[config.mk]
export PLATFORM = sky130hd
export DESIGN_NAME = apb_regfile_completer_flat
export DESIGN_NICKNAME = d
export VERILOG_FILES = /design/src/rtl/apb_regfile_completer_if.sv /design/src/rtl/apb_regfile_completer.sv /design/src/flat_wrapper.sv
export SDC_FILE = /design/constraint.sdc
export NUM_CORES = 1
export LEC_CHECK = 0
export ABC_AREA = 1
export ABC_CLOCK_PERIOD_IN_PS = 13400
export CAP_MARGIN = 20
export CORE_MARGIN = 1
export CORE_UTILIZATION = 52
export DETAILED_ROUTE_END_ITERATION = 10
export PLACE_DENSITY = 0.84
export SLEW_MARGIN = 20
export SYNTH_ARGS = -nofsm -noshare
export SYNTH_HDL_FRONTEND = slang
export SYNTH_SLANG_ARGS = --single-unit
[constraint.sdc]
create_clock -name PCLK -period 13.4 [get_ports PCLK]
set_clock_uncertainty 0.1 [all_clocks]
set_input_delay 1.34 -clock PCLK [delete_from_list [all_inputs] [get_ports PCLK]]
set_output_delay 1.34 -clock PCLK [all_outputs]
set_load 0.05 [all_outputs]
[src/rtl/apb_regfile_completer_if.sv]
// APB bus bundle between the team's requester and a single completer slot.
// The requester drives the master side; completers attach through the slave modport.
interface apb_regfile_completer_if #(
    parameter int unsigned DataWidth = 32,
    parameter int unsigned AddrWidth = 32
);
    logic                   PSEL;
    logic                   PENABLE;
    logic                   PWRITE;
    logic [AddrWidth-1:0]   PADDR;
    logic [DataWidth-1:0]   PWDATA;
    logic [DataWidth/8-1:0] PSTRB;
    logic                   PREADY;
    logic [DataWidth-1:0]   PRDATA;
    logic                   PSLVERR;

    modport master (
        output PSEL, PENABLE, PWRITE, PADDR, PWDATA, PSTRB,
        input  PREADY, PRDATA, PSLVERR
    );

    modport slave (
        input  PSEL, PENABLE, PWRITE, PADDR, PWDATA, PSTRB,
        output PREADY, PRDATA, PSLVERR
    );
endinterface

[src/rtl/apb_regfile_completer.sv]
// APB completer fronting a byte-strobed control register bank plus a read-only
// hardware status word, with a fixed number of wait states per transfer.
module apb_regfile_completer #(
    parameter int unsigned DataWidth  = 32,
    parameter int unsigned AddrWidth  = 32,
    parameter int unsigned Regs       = 8,
    parameter int unsigned WaitStates = 1
) (
    input  logic                      PCLK,
    input  logic                      reset,
    apb_regfile_completer_if.slave    apb,
    input  logic [DataWidth-1:0]      HwStatus,
    output logic [Regs*DataWidth-1:0] RegOut
);

    localparam int unsigned Bytes    = DataWidth / 8;
    localparam int unsigned ByteOffW = $clog2(Bytes);
    localparam int unsigned IdxW     = $clog2(Regs);
    localparam int unsigned CntW     = 4;
    localparam logic [IdxW-1:0] StatusIdx = IdxW'(Regs - 1);

    // Elaboration-time guard on parameter legality.
    if ((DataWidth % 8) != 0 || Regs < 2 || (Regs & (Regs - 1)) != 0 ||
        WaitStates > 15 || AddrWidth <= ByteOffW + IdxW) begin : g_bad_params
        $error("apb_regfile_completer: unsupported parameter combination");
    end

    // The setup phase lasts exactly the cycle the requester presents it, so it is
    // decoded from IDLE plus the bus rather than held in its own register state.
    typedef enum logic {
        IDLE   = 1'b0,
        ACCESS = 1'b1
    } state_e;

    state_e                 state_q, state_d;
    logic [CntW-1:0]        cnt_q, cnt_d;
    logic [DataWidth-1:0]   regs_q [Regs];
    logic [DataWidth-1:0]   regs_d [Regs];

    logic                   setup_c;
    logic                   misaligned_c;
    logic                   out_of_range_c;
    logic                   ro_write_c;
    logic                   err_c;
    logic                   commit_c;
    logic [IdxW-1:0]        idx_c;
    logic                   ready_c;
    logic                   slverr_c;
    logic [DataWidth-1:0]   rdata_c;

    // Address decode and legality.
    always_comb begin
        setup_c        = (state_q == IDLE) && apb.PSEL && !apb.PENABLE;
        misaligned_c   = (apb.PADDR & AddrWidth'(Bytes - 1)) != '0;
        out_of_range_c = (apb.PADDR >> (ByteOffW + IdxW)) != '0;
        idx_c          = apb.PADDR[ByteOffW +: IdxW];
        ro_write_c     = apb.PWRITE && (idx_c == StatusIdx);
        err_c          = misaligned_c || out_of_range_c || ro_write_c;
    end

    // State register.
    always_ff @(posedge PCLK or posedge reset) begin
        if (reset) begin
            state_q <= IDLE;
            cnt_q   <= '0;
        end else begin
            state_q <= state_d;
            cnt_q   <= cnt_d;
        end
    end

    // Next-state and wait counter.
    always_comb begin
        state_d = state_q;
        cnt_d   = cnt_q;
        unique case (state_q)
            IDLE: begin
                if (setup_c) begin
                    state_d = ACCESS;
                    cnt_d   = CntW'(WaitStates);
                end
            end
            ACCESS: begin
                if (!apb.PSEL) begin
                    state_d = IDLE;
                    cnt_d   = '0;
                end else if (cnt_q == '0) begin
                    state_d = IDLE;
                end else if (apb.PENABLE) begin
                    cnt_d = cnt_q - CntW'(1);
                end
            end
            default: begin
                state_d = IDLE;
                cnt_d   = '0;
            end
        endcase
    end

    // Bus response; combinational so it tracks the requester within the cycle.
    always_comb begin
        ready_c  = (state_q == ACCESS) && apb.PSEL && (cnt_q == '0);
        slverr_c = ready_c && err_c;
        rdata_c  = '0;
        if (ready_c && !err_c && !apb.PWRITE) begin
            rdata_c = (idx_c == StatusIdx) ? HwStatus : regs_q[idx_c];
        end
    end

    assign apb.PREADY  = ready_c;
    assign apb.PSLVERR = slverr_c;
    assign apb.PRDATA  = rdata_c;

    // Byte-strobed write commit on the edge that closes the ready cycle.
    always_comb begin
        regs_d   = regs_q;
        commit_c = ready_c && apb.PWRITE && !err_c;
        if (commit_c) begin
            for (int j = 0; j < int'(Bytes); j++) begin
                if (apb.PSTRB[j]) begin
                    regs_d[idx_c][j*8 +: 8] = apb.PWDATA[j*8 +: 8];
                end
            end
        end
    end

    always_ff @(posedge PCLK or posedge reset) begin
        if (reset) begin
            for (int k = 0; k < int'(Regs); k++) begin
                regs_q[k] <= '0;
            end
        end else begin
            for (int k = 0; k < int'(Regs); k++) begin
                regs_q[k] <= regs_d[k];
            end
        end
    end

    // Flat export; the status slot carries no stored state.
    for (genvar k = 0; k < int'(Regs); k++) begin : g_regout
        if (k == int'(Regs) - 1) begin : g_status
            assign RegOut[k*DataWidth +: DataWidth] = '0;
        end else begin : g_ctrl
            assign RegOut[k*DataWidth +: DataWidth] = regs_q[k];
        end
    end

endmodule

[src/flat_wrapper.sv]
// flat-port wrapper written by rule: the top's interface ports become plain ports
module apb_regfile_completer_flat 
#(
    parameter int unsigned DataWidth  = 32,
    parameter int unsigned AddrWidth  = 32,
    parameter int unsigned Regs       = 8,
    parameter int unsigned WaitStates = 1
)
  (PCLK, reset, HwStatus, RegOut, apb_PSEL, apb_PENABLE, apb_PWRITE, apb_PADDR, apb_PWDATA, apb_PSTRB, apb_PREADY, apb_PRDATA, apb_PSLVERR);
  apb_regfile_completer_if #(.DataWidth(DataWidth), .AddrWidth(AddrWidth)) apb_i ();
  input  logic PCLK;
  input  logic reset;
  input  logic [DataWidth-1:0] HwStatus;
  output logic [Regs*DataWidth-1:0] RegOut;
  input wire logic [$bits(apb_i.PSEL)-1:0] apb_PSEL;
  input wire logic [$bits(apb_i.PENABLE)-1:0] apb_PENABLE;
  input wire logic [$bits(apb_i.PWRITE)-1:0] apb_PWRITE;
  input wire logic [$bits(apb_i.PADDR)-1:0] apb_PADDR;
  input wire logic [$bits(apb_i.PWDATA)-1:0] apb_PWDATA;
  input wire logic [$bits(apb_i.PSTRB)-1:0] apb_PSTRB;
  output wire logic [$bits(apb_i.PREADY)-1:0] apb_PREADY;
  output wire logic [$bits(apb_i.PRDATA)-1:0] apb_PRDATA;
  output wire logic [$bits(apb_i.PSLVERR)-1:0] apb_PSLVERR;
  assign apb_i.PSEL = apb_PSEL;
  assign apb_i.PENABLE = apb_PENABLE;
  assign apb_i.PWRITE = apb_PWRITE;
  assign apb_i.PADDR = apb_PADDR;
  assign apb_i.PWDATA = apb_PWDATA;
  assign apb_i.PSTRB = apb_PSTRB;
  assign apb_PREADY = apb_i.PREADY;
  assign apb_PRDATA = apb_i.PRDATA;
  assign apb_PSLVERR = apb_i.PSLVERR;
  apb_regfile_completer #(.DataWidth(DataWidth), .AddrWidth(AddrWidth), .Regs(Regs), .WaitStates(WaitStates)) u_core (.PCLK(PCLK), .reset(reset), .apb(apb_i), .HwStatus(HwStatus), .RegOut(RegOut));
endmodule
==> results.tsv, run 1 <==
stage	metric	value	unit
cells_and_area	P&R area growth vs syn	20.88	%
logic_synthesis	YS warnings	0	
cts	CTS tree	built	
worst_setup_path	crit-path most repeated cell	nand2_1	
worst_setup_path	Worst EP arrival	5840	ps
logic_synthesis	Netlist cell types	27	
cts	Num CTS Buffers	24	
timing	Final Hold Viols	0	
cells_and_area	leading cell type in the layout, fill and taps excluded	nand2_1	
timing	Fmax	137.4	MHz
logic_synthesis	Yosys reg bits	229	
cts	Worst-path clk slew	60	ps
route	DRC viols	0	
placement	Port Buf Inserts	362	
run	Max-Cap Viols	0	
floorplanning	Initial Util	0.5305	
grt	first-pass GRT wire length	71220	µm
timing	crit share post-route	0.5432	
worst_setup_path	Worst setup EP type	output pin	
route	Via Count	12920	
timing	final slew viol count	0	
grt	M3 GR Usage	0.07614	
timing	worst slew pin tran	1164	ps
grt	grt met2 use	0.5711	
placement	Final HPWL DP	29910	µm
cells_and_area	share of layout cells above drive strength 1	0.05419	
placement	routability cong.	0.9076	
worst_setup_path	buffers and inverters on the worst path	5	
timing	min cycle time layout	7279	ps
cells_and_area	final core occ	0.6413	
logic_synthesis	Syn Inst Count	1698	
cells_and_area	nets@finish	1878	
timing	setup ws final	6121	ps
grt	largest net degree at the start of global routing	147	
worst_setup_path	Worst Path Class, Setup	in -> out	
cts	number of post-CTS setup repair buffers	0	
floorplanning	Die Y-Extent	162.5	µm
floorplanning	I/O pin total	395	
floorplanning	Rows	58	
worst_setup_path	crit-path max FO	30	
grt	vias in the first global route	12210	
grt	initial antenna violation count	1	
hold_path	HP Class	reg -> reg	
timing	RSZ-0062 raised after global routing	no	
pwr	Tot Pwr	0.001629	W
worst_setup_path	CP max-delay cell	clkdlybuf4s50_1	
cts	H-tree depth	1	
cells_and_area	fillcell total	2031	
route	DR vias/cell	6.093	
grt	Most Crowded Layer GR	met2	
logic_synthesis	syn_area_per_cell	7.890	µm²
route	DRT iter0 DRCs	1461	
pwr	pwr dens	100.6	mW/mm²
route	ANT nets after route	0	
cts	CTS sink count	229	
route	router iterations before antenna repair	6	
floorplanning	Die X	162.5	µm
logic_synthesis	sequential-to-total area share from yosys stat	0.4278	
cells_and_area	most frequent cells in the layout	nand2_1 (546), clkdlybuf4s50_1 (358), nand4_1 (243)	
cts	cts hold-fix bufs	0	
worst_setup_path	Top delay family on crit path	buffers and inverters	
floorplanning	core area	0.02525	mm²
pwr	Lkg Pwr	7.980	nW
worst_setup_path	crit path cell chain	clkdlybuf4s50_1 > nand2_1 > nor2_4 > nand2_1 > nand3_1 > nor2_4 > buf_4 > nand2_1 > buf_4 > inv_1 > o21ai_0 > nor2_1 > clkdlybuf4s50_1	
route	Routed WL per cell	22.53	µm
timing	setup TNS	0	ps
placement	worst slack, placed	6246	ps
worst_setup_path	Worst setup SP type	primary input	
worst_setup_path	Req. time, crit path	11960	ps
worst_setup_path	Max stage delay on crit path	810	ps
floorplanning	total die area	0.02641	mm²
cts	Root Buffer	clkbuf_16	
route	WL final	47790	µm
cts	clk_lat worst skew	520	ps
cts	CTS max path bufs	3	
logic_synthesis	Mapped Area	0.01340	mm²
grt	All-Layer GR Usage	0.3539	
grt	grt ovf	0	
pwr	peak supply drop	0.07383	mV
timing	final-report setup violation count	0	
grt	GR Util met1	0.4460	
timing	Slew HR	0.2241	
cts	post_cts resized	0	
outcome	status	complete, no violations	
## stage by stage
stage / cells / hold WS [ps] / instance area, µm²
after floorplan: 1729 / 367.1 / 13510
after global placement: 2076 / 387.4 / 15320
after detailed placement: 2076 / 388.7 / 15320
after CTS: 2120 / 408.5 / 16190
after global routing: 2121 / 427.7 / 16190
final: 2121 / 410.3 / 16190
## registers in the layout (all words and copies together) (netlist names)
register,count
u_core.cnt_q,4
u_core.state_q,1
u_core.RegOut,224
## final cells by class
type	instances	area, µm²	share of cell area
antenna	1	2.502	0.0001545
clock buffer	37	750.7	0.04636
clock inverter	7	110.1	0.006799
inverter	37	146.4	0.009040
multi-input combinational	1100	5296	0.3270
sequential	229	5731	0.3539
tap	330	412.9	0.02550
timing repair buffer	380	3745	0.2312
## cell families after synthesis
kind of cell               Yosys count  synth area share
AOI/OAI and AO/OA                  133           0.05884
adders and majority gates            1         0.0009338
and+or+nand+nor                    932            0.3232
other                                1         0.0002799
xor gates and xnor gates             2          0.001308
buffers and inverters              400            0.1876
DFF                                229            0.4278
## layer usage
metal	wire length, µm	up-vias
li1	-	5641
met1	17580	6144
met2	22580	946
met3	5241	192
met4	2390	0
met5	0	-
## power by group
| part | total [W] | internal [W] | switching [W] |
|---|---|---|---|
| logic | 0.000203 | 0.0000606 | 0.000142 |
| clock network | 0.000725 | 0.000442 | 0.000283 |
| registers | 0.000702 | 0.000698 | 0.00000407 |
## synthesized netlist by cell type, drive strengths merged
library cell	n	area (µm²)
o21ai	17	85.08
o22a	1	8.760
nor3	10	61.31
nand3	6	35.03
o22ai	95	594.3
nand4	253	1733
buf	289	2097
a21oi	20	100.1
nand2	552	2072
or2	3	18.77
inv	37	138.9
xor2	1	8.760
clkbuf	74	277.8
conb	1	3.750
ha	1	12.51
nor2	108	410.4
dfrtp	229	5731
xnor2	1	8.760
## worst paths after layout
| kind | startpoint | endpoint | slack (ps) | cells after the start |
|---|---|---|---|---|
| max in group asynchronous | reset | u_core.RegOut[127] | 10510 | 3 |
| setup reg to reg | u_core.cnt_q[0] | u_core.RegOut[153] | 9430 | 10 |
| min in group asynchronous | reset | u_core.RegOut[179] | 1360 | 2 |
| hold reg to reg | u_core.RegOut[95] | u_core.RegOut[95] | 410 | 2 |
| setup / recovery | apb_PADDR[3] | apb_PRDATA[21] | 6120 | 13 |
| hold / removal | u_core.RegOut[95] | u_core.RegOut[95] | 410 | 2 |
## worst reg2reg max path: cells and delay by family, from the launching register on
kind	cells	cell delay [ps]
buf+inv	3	2000
simple gates	6	1210
fa+ha+maj	1	210
flops	1	380
Power figures use the tool's default switching activity.
==> run 2, diff against run 1 <==
--- a/config.mk
+++ b/config.mk
@@ -6,12 +6,12 @@
 export NUM_CORES = 1
 export LEC_CHECK = 0
 export ABC_AREA = 1
-export ABC_CLOCK_PERIOD_IN_PS = 13400
+export ABC_CLOCK_PERIOD_IN_PS = 7200
 export CAP_MARGIN = 20
 export CORE_MARGIN = 1
-export CORE_UTILIZATION = 52
+export CORE_UTILIZATION = 48
 export DETAILED_ROUTE_END_ITERATION = 10
-export PLACE_DENSITY = 0.84
+export PLACE_DENSITY = 0.78
 export SLEW_MARGIN = 20
 export SYNTH_ARGS = -nofsm -noshare
 export SYNTH_HDL_FRONTEND = slang
==> constraint.sdc (replaced) <==
create_clock -name PCLK -period 7.2 [get_ports PCLK]
set_clock_uncertainty 0.1 [all_clocks]
set_input_delay 0.72 -clock PCLK [delete_from_list [all_inputs] [get_ports PCLK]]
set_output_delay 0.72 -clock PCLK [all_outputs]
set_load 0.05 [all_outputs]
==> run 2 against run 1 <==
  * Clock-buffer cell count up 3
  * Critical path type unchanged
  * Die area up 8.2%
  * Critical path depth down 1
  * Worst setup slack worse by 4400 ps
  * Final cell count up 2.3%
  * Core utilization down 4.0 points
  * Register-to-register slack worse by 5700 ps
  * Critical endpoint is now apb_PRDATA[15]
  * Sequential power up 87%
  * First-iteration DRC count up 8.9%
  * Sequential cell count unchanged
  * Routed wire length up 2.7%
  * Clock power up 94%
==> results.tsv, run 2 (synthesized netlist as in run 1, its figures left out) <==
stage	metric	value	unit
cts	CTS sink count	229	
worst_setup_path	Worst setup EP type	output pin	
cells_and_area	P&R area growth vs syn	22.06	%
cells_and_area	FF+latch area	0.005731	mm²
route	WL final	49060	µm
worst_setup_path	Worst Path Class, Setup	in -> out	
hold_path	HP Class	reg -> reg	
cells_and_area	leading cell type in the layout, fill and taps excluded	nand2_1	
worst_setup_path	Worst setup SP type	primary input	
route	DRT iter0 DRCs	1591	
pwr	peak supply drop	0.08821	mV
pwr	pwr dens	189.2	mW/mm²
floorplanning	core area	0.02718	mm²
hold_path	Endpoint, Worst Hold	u_core.RegOut[47]	
timing	min cycle time layout	5480	ps
placement	Final HPWL DP	30930	µm
floorplanning	Initial Util	0.4930	
hold_path	Hold Startpoint	u_core.RegOut[47]	
grt	largest net degree at the start of global routing	115	
worst_setup_path	reg-to-reg startpoint	u_core.cnt_q[0]	
cts	CTS max path bufs	3	
route	DR vias/cell	5.950	
cts	clk_lat worst skew	520	ps
grt	initial antenna violation count	0	
grt	grt ovf	0	
pwr	Tot Pwr	0.003094	W
route	Routed WL per cell	22.61	µm
timing	final-report setup violation count	0	
worst_setup_path	RR Endpoint	u_core.RegOut[45]	
cts	number of post-CTS setup repair buffers	0	
placement	Port Buf Inserts	362	
cells_and_area	share of layout cells above drive strength 1	0.05729	
cells_and_area	multi-input logic area	0.005296	mm²
timing	final slew viol count	0	
run	Max-Cap Viols	0	
cts	Worst-path clk slew	60	ps
cells_and_area	nets@finish	1884	
cts	cts hold-fix bufs	0	
hold_path	Hold Path Cell Cnt	2	
timing	crit share post-route	0.7611	
placement	routability cong.	0.8951	
cts	CTS tree	built	
route	ANT nets after route	0	
cts	H-tree depth	1	
timing	Slew HR	0.2799	
worst_setup_path	Req. time, crit path	6380	ps
cts	Root Buffer	clkbuf_16	
floorplanning	Rows	60	
cts	Num CTS Buffers	26	
worst_setup_path	R2R cell count	10	
grt	All-Layer GR Usage	0.3371	
floorplanning	Die X	169.1	µm
timing	RSZ-0062 raised after global routing	no	
worst_setup_path	Worst EP arrival	4660	ps
worst_setup_path	crit-path max FO	24	
timing	Fmax	182.5	MHz
grt	vias in the first global route	12290	
floorplanning	Die Y-Extent	169.1	µm
worst_setup_path	r2r setup slk	3760	ps
cells_and_area	fillcell total	2433	
route	Via Count	12910	
floorplanning	total die area	0.02858	mm²
pwr	Lkg Pwr	8.028	nW
floorplanning	I/O pin total	395	
outcome	status	complete, no violations	
timing	Final Hold Viols	0	
grt	first-pass GRT wire length	73730	µm
route	DRC viols	0	
timing	setup TNS	0	ps
cts	post_cts resized	0	
cells_and_area	antenna cells	0	
cells_and_area	number of flip-flops in the largest register	224	
route	router iterations before antenna repair	6	
cells_and_area	most frequent cells in the layout	nand2_1 (546), clkdlybuf4s50_1 (358), nand4_1 (243)	
timing	worst slew pin tran	1076	ps
## run 2: worst max-delay path by stage
stage,from,end,cells past startpoint
floorplan,reset,u_core.RegOut[0],1
global placement,apb_PADDR[3],apb_PRDATA[9],8
detailed placement,apb_PADDR[4],apb_PRDATA[15],12
CTS,apb_PADDR[4],apb_PRDATA[15],12
global route,apb_PADDR[3],apb_PRDATA[15],12
finish,apb_PADDR[4],apb_PRDATA[15],12
## run 2: critical path, cell delays in order
cell and delay [ps]:
clkdlybuf4s50_1 520, nand2_1 400, nor2_4 900, inv_1 610, buf_16 320, o21ai_0 80
nor2_1 80, nand2_1 90, nand2_1 60, nand2_1 90, inv_1 70, clkdlybuf4s50_1 700
## run 2: routing by layer
layer  up-vias  global-route usage  part of all wire
met5         -                   0                 0
met2       979              0.5501              0.47
met1      6127              0.4291              0.37
li1       5665                   -                 -
met4         0              0.1618             0.045
met3       141             0.06874              0.12
## run 2: cell type report
cell class	count	area share
multi-input combinational	1100	0.3239
tap	372	0.02846
inverter	37	0.008952
sequential	229	0.3504
clock buffer	40	0.04859
clock inverter	8	0.007805
timing repair buffer	384	0.2318
## run 2: metrics by stage
step	area, µm²	utilization	hold slack [ps]	worst slack (ps)	instances
after floorplan	13510	-	367.1	103.8	1729
after global placement	15400	0.5667	388.2	1733	2121
after detailed placement	15430	0.5677	388.7	1729	2122
after CTS	16350	0.6016	405.1	1718	2170
after global routing	16350	0.6017	421.2	1543	2170
final	16350	0.6017	406.5	1720	2170
## run 2: power by group
group | total, W | leakage [nW] | switching [W] | internal (W)
Combinational | 0.000378 | 4.38 | 0.000264 | 0.000114
Clock | 0.00141 | 0.451 | 0.000541 | 0.000868
Sequential | 0.00131 | 3.20 | 0.00000756 | 0.00130
==> run 3, diff against run 2 <==
--- a/config.mk
+++ b/config.mk
@@ -6,7 +6,7 @@
 export NUM_CORES = 1
 export LEC_CHECK = 0
 export ABC_AREA = 1
-export ABC_CLOCK_PERIOD_IN_PS = 7200
+export ABC_CLOCK_PERIOD_IN_PS = 5700
 export CAP_MARGIN = 20
 export CORE_MARGIN = 1
 export CORE_UTILIZATION = 48
==> constraint.sdc (replaced) <==
create_clock -name PCLK -period 5.7 [get_ports PCLK]
set_clock_uncertainty 0.1 [all_clocks]
set_input_delay 0.57 -clock PCLK [delete_from_list [all_inputs] [get_ports PCLK]]
set_output_delay 0.57 -clock PCLK [all_outputs]
set_load 0.05 [all_outputs]
==> run 3 against run 2 <==
  * Critical path depth fell by 1
  * Clock power is 16% higher
  * Largest power group is now sequential cells
  * Register-to-register slack worse by 1200 ps
  * Cell area fell by 0.63%
  * Via count rose by 1.5%
  * Worst setup slack worse by 820 ps
  * Clock-buffer cell count fell by 3
  * Sequential cell count is the same
  * Critical path type unchanged
  * Sequential share of layout area increased by 0.22 points
  * Final cell count hardly changed
==> results.tsv, run 3 (synthesized netlist as in run 1, its figures left out) <==
stage	metric	value	unit
outcome	status	complete, no violations	
worst_setup_path	Worst Path Class, Setup	in -> out	
floorplanning	Initial Util	0.4930	
pwr	Lkg Pwr	8.058	nW
cts	H-tree depth	1	
route	top sig layer	met4	
route	Via Count	13100	
route	DR vias/cell	6.035	
floorplanning	Rows	60	
floorplanning	total die area	0.02858	mm²
cells_and_area	leading cell type in the layout, fill and taps excluded	nand2_1	
route	WL final	48860	µm
grt	All-Layer GR Usage	0.3349	
worst_setup_path	crit-path max FO	15	
pwr	Internal	0.002759	W
pwr	P_sw	0.001007	W
timing	final-report setup violation count	0	
route	met2 WL post-DR	22710	µm
cts	Worst-path clk slew	60	ps
placement	Area after DPL	0.01543	mm²
route	wire length on met1	18030	µm
route	DRT iter0 DRCs	1701	
floorplanning	Die Y-Extent	169.1	µm
cells_and_area	share of layout cells above drive strength 1	0.07393	
route	DRC viols	0	
cells_and_area	final core occ	0.5979	
timing	Fmax	208.4	MHz
placement	routability cong.	0.9001	
timing	final slew viol count	0	
pwr	pwr dens	231.8	mW/mm²
floorplanning	I/O pin total	395	
grt	largest net degree at the start of global routing	225	
pwr	Seq pwr share	0.438	
pwr	Comb pwr share	0.128	
cells_and_area	final instance area	0.01625	mm²
grt	initial antenna violation count	1	
timing	min cycle time layout	4799	ps
cts	Num CTS Buffers	25	
route	router iterations before antenna repair	6	
worst_setup_path	Worst setup EP type	output pin	
grt	grt ovf	0	
placement	Final HPWL DP	31700	µm
cells_and_area	number of flip-flops in the largest register	224	
route	met3 WL	5521	µm
pwr	peak supply drop	0.1544	mV
pwr	Clock Power Share	0.434	
cts	clk_lat worst skew	510	ps
floorplanning	Die X	169.1	µm
worst_setup_path	Worst setup SP type	primary input	
cells_and_area	most frequent cells in the layout	nand2_1 (546), clkdlybuf4s50_1 (330), nand4_1 (243)	
cells_and_area	post-route insts no fill	2171	
timing	RSZ-0062 raised after global routing	no	
floorplanning	core area	0.02718	mm²
cts	Root Buffer	clkbuf_16	
route	Routed WL per cell	22.51	µm
worst_setup_path	Req. time, crit path	5030	ps
cts	CTS max path bufs	3	
placement	Port Buf Inserts	362	
worst_setup_path	r2r setup slk	2610	ps
timing	Final Hold Viols	0	
cts	CTS sink count	229	
placement	Cell Count Post-Placement	2126	
timing	setup TNS	0	ps
timing	worst slew pin tran	1026	ps
grt	first-pass GRT wire length	73580	µm
route	ANT nets after route	0	
hold_path	HP Class	reg -> reg	
grt	vias in the first global route	12460	
timing	Min Hold Slack	410.1	ps
timing	crit share post-route	0.8419	
cells_and_area	antenna cells	0	
cts	number of post-CTS setup repair buffers	0	
worst_setup_path	Worst EP arrival	4130	ps
cts	post_cts resized	0	
timing	Slew HR	0.3146	
pwr	Sw Ratio	0.2675	
cts	CTS tree	built	
cells_and_area	nets@finish	1887	
cells_and_area	fillcell total	2350	
cts	cts hold-fix bufs	0	
run	Max-Cap Viols	0	
cells_and_area	P&R area growth vs syn	21.29	%
[run 3: cell types whose count changed in the layout (fill, tap and decap cells not counted), moves of 2 or more]
cell | before | now
clkbuf_16 | 27 | 25
clkinv_2 | 2 | 5
buf_12 | 0 | 5
buf_4 | 22 | 49
inv_8 | 2 | 0
clkdlybuf4s50_1 | 358 | 330
[run 3: power groups by stage]
stage                     clock, W  sequential, W  combinational [W]
after detailed placement         0        0.00168           0.000473
after CTS                  0.00164        0.00165           0.000475
after global placement           0        0.00168           0.000467
after global routing       0.00171        0.00165           0.000516
after floorplan                  0        0.00168           0.000299
final                      0.00163        0.00165           0.000483
[run 3: layout make-up]
class / instances / area [µm²] / share of cell area
sequential: 229 / 5731 / 0.3527
clock inverter: 8 / 92.59 / 0.005698
multi-input combinational: 1100 / 5296 / 0.3259
inverter: 37 / 142.6 / 0.008778
clock buffer: 37 / 730.7 / 0.04497
timing repair buffer: 388 / 3791 / 0.2333
tap: 372 / 465.4 / 0.02864
[run 3: per-layer routing]
metal | vias up | global-route usage
li1 | 5668 | -
met1 | 6190 | 0.4326
met2 | 1066 | 0.5336
met3 | 178 | 0.05869
met4 | 0 | 0.1884
met5 | - | 0
[run 3: path summary, 6_finish.rpt]
kind,start,depth (start not counted),endpoint
max,apb_PADDR[2],11,apb_PRDATA[21]
min,u_core.RegOut[59],2,u_core.RegOut[59]
max reg2reg,u_core.cnt_q[0],9,u_core.RegOut[99]
min reg2reg,u_core.RegOut[59],2,u_core.RegOut[59]
max in group asynchronous,reset,3,u_core.RegOut[103]
min in group asynchronous,reset,2,u_core.RegOut[59]
[run 3: worst max-delay path, stage by stage]
cell	delay, ps
clkdlybuf4s50_1	500
inv_2	350
nor2_4	100
nand2_1	70
nand3_1	180
nor2_4	140
nand2_1	600
inv_1	1000
o21ai_0	230
nor2_1	160
buf_4	210
[run 3: through the flow]
stage / setup WS [ps] / power, W
after CTS: 1012 / 0.003769
after global routing: 808.6 / 0.003880
after floorplan: 2036 / 0.001978
after global placement: 1089 / 0.002146
final: 901.2 / 0.003767
after detailed placement: 1010 / 0.002153
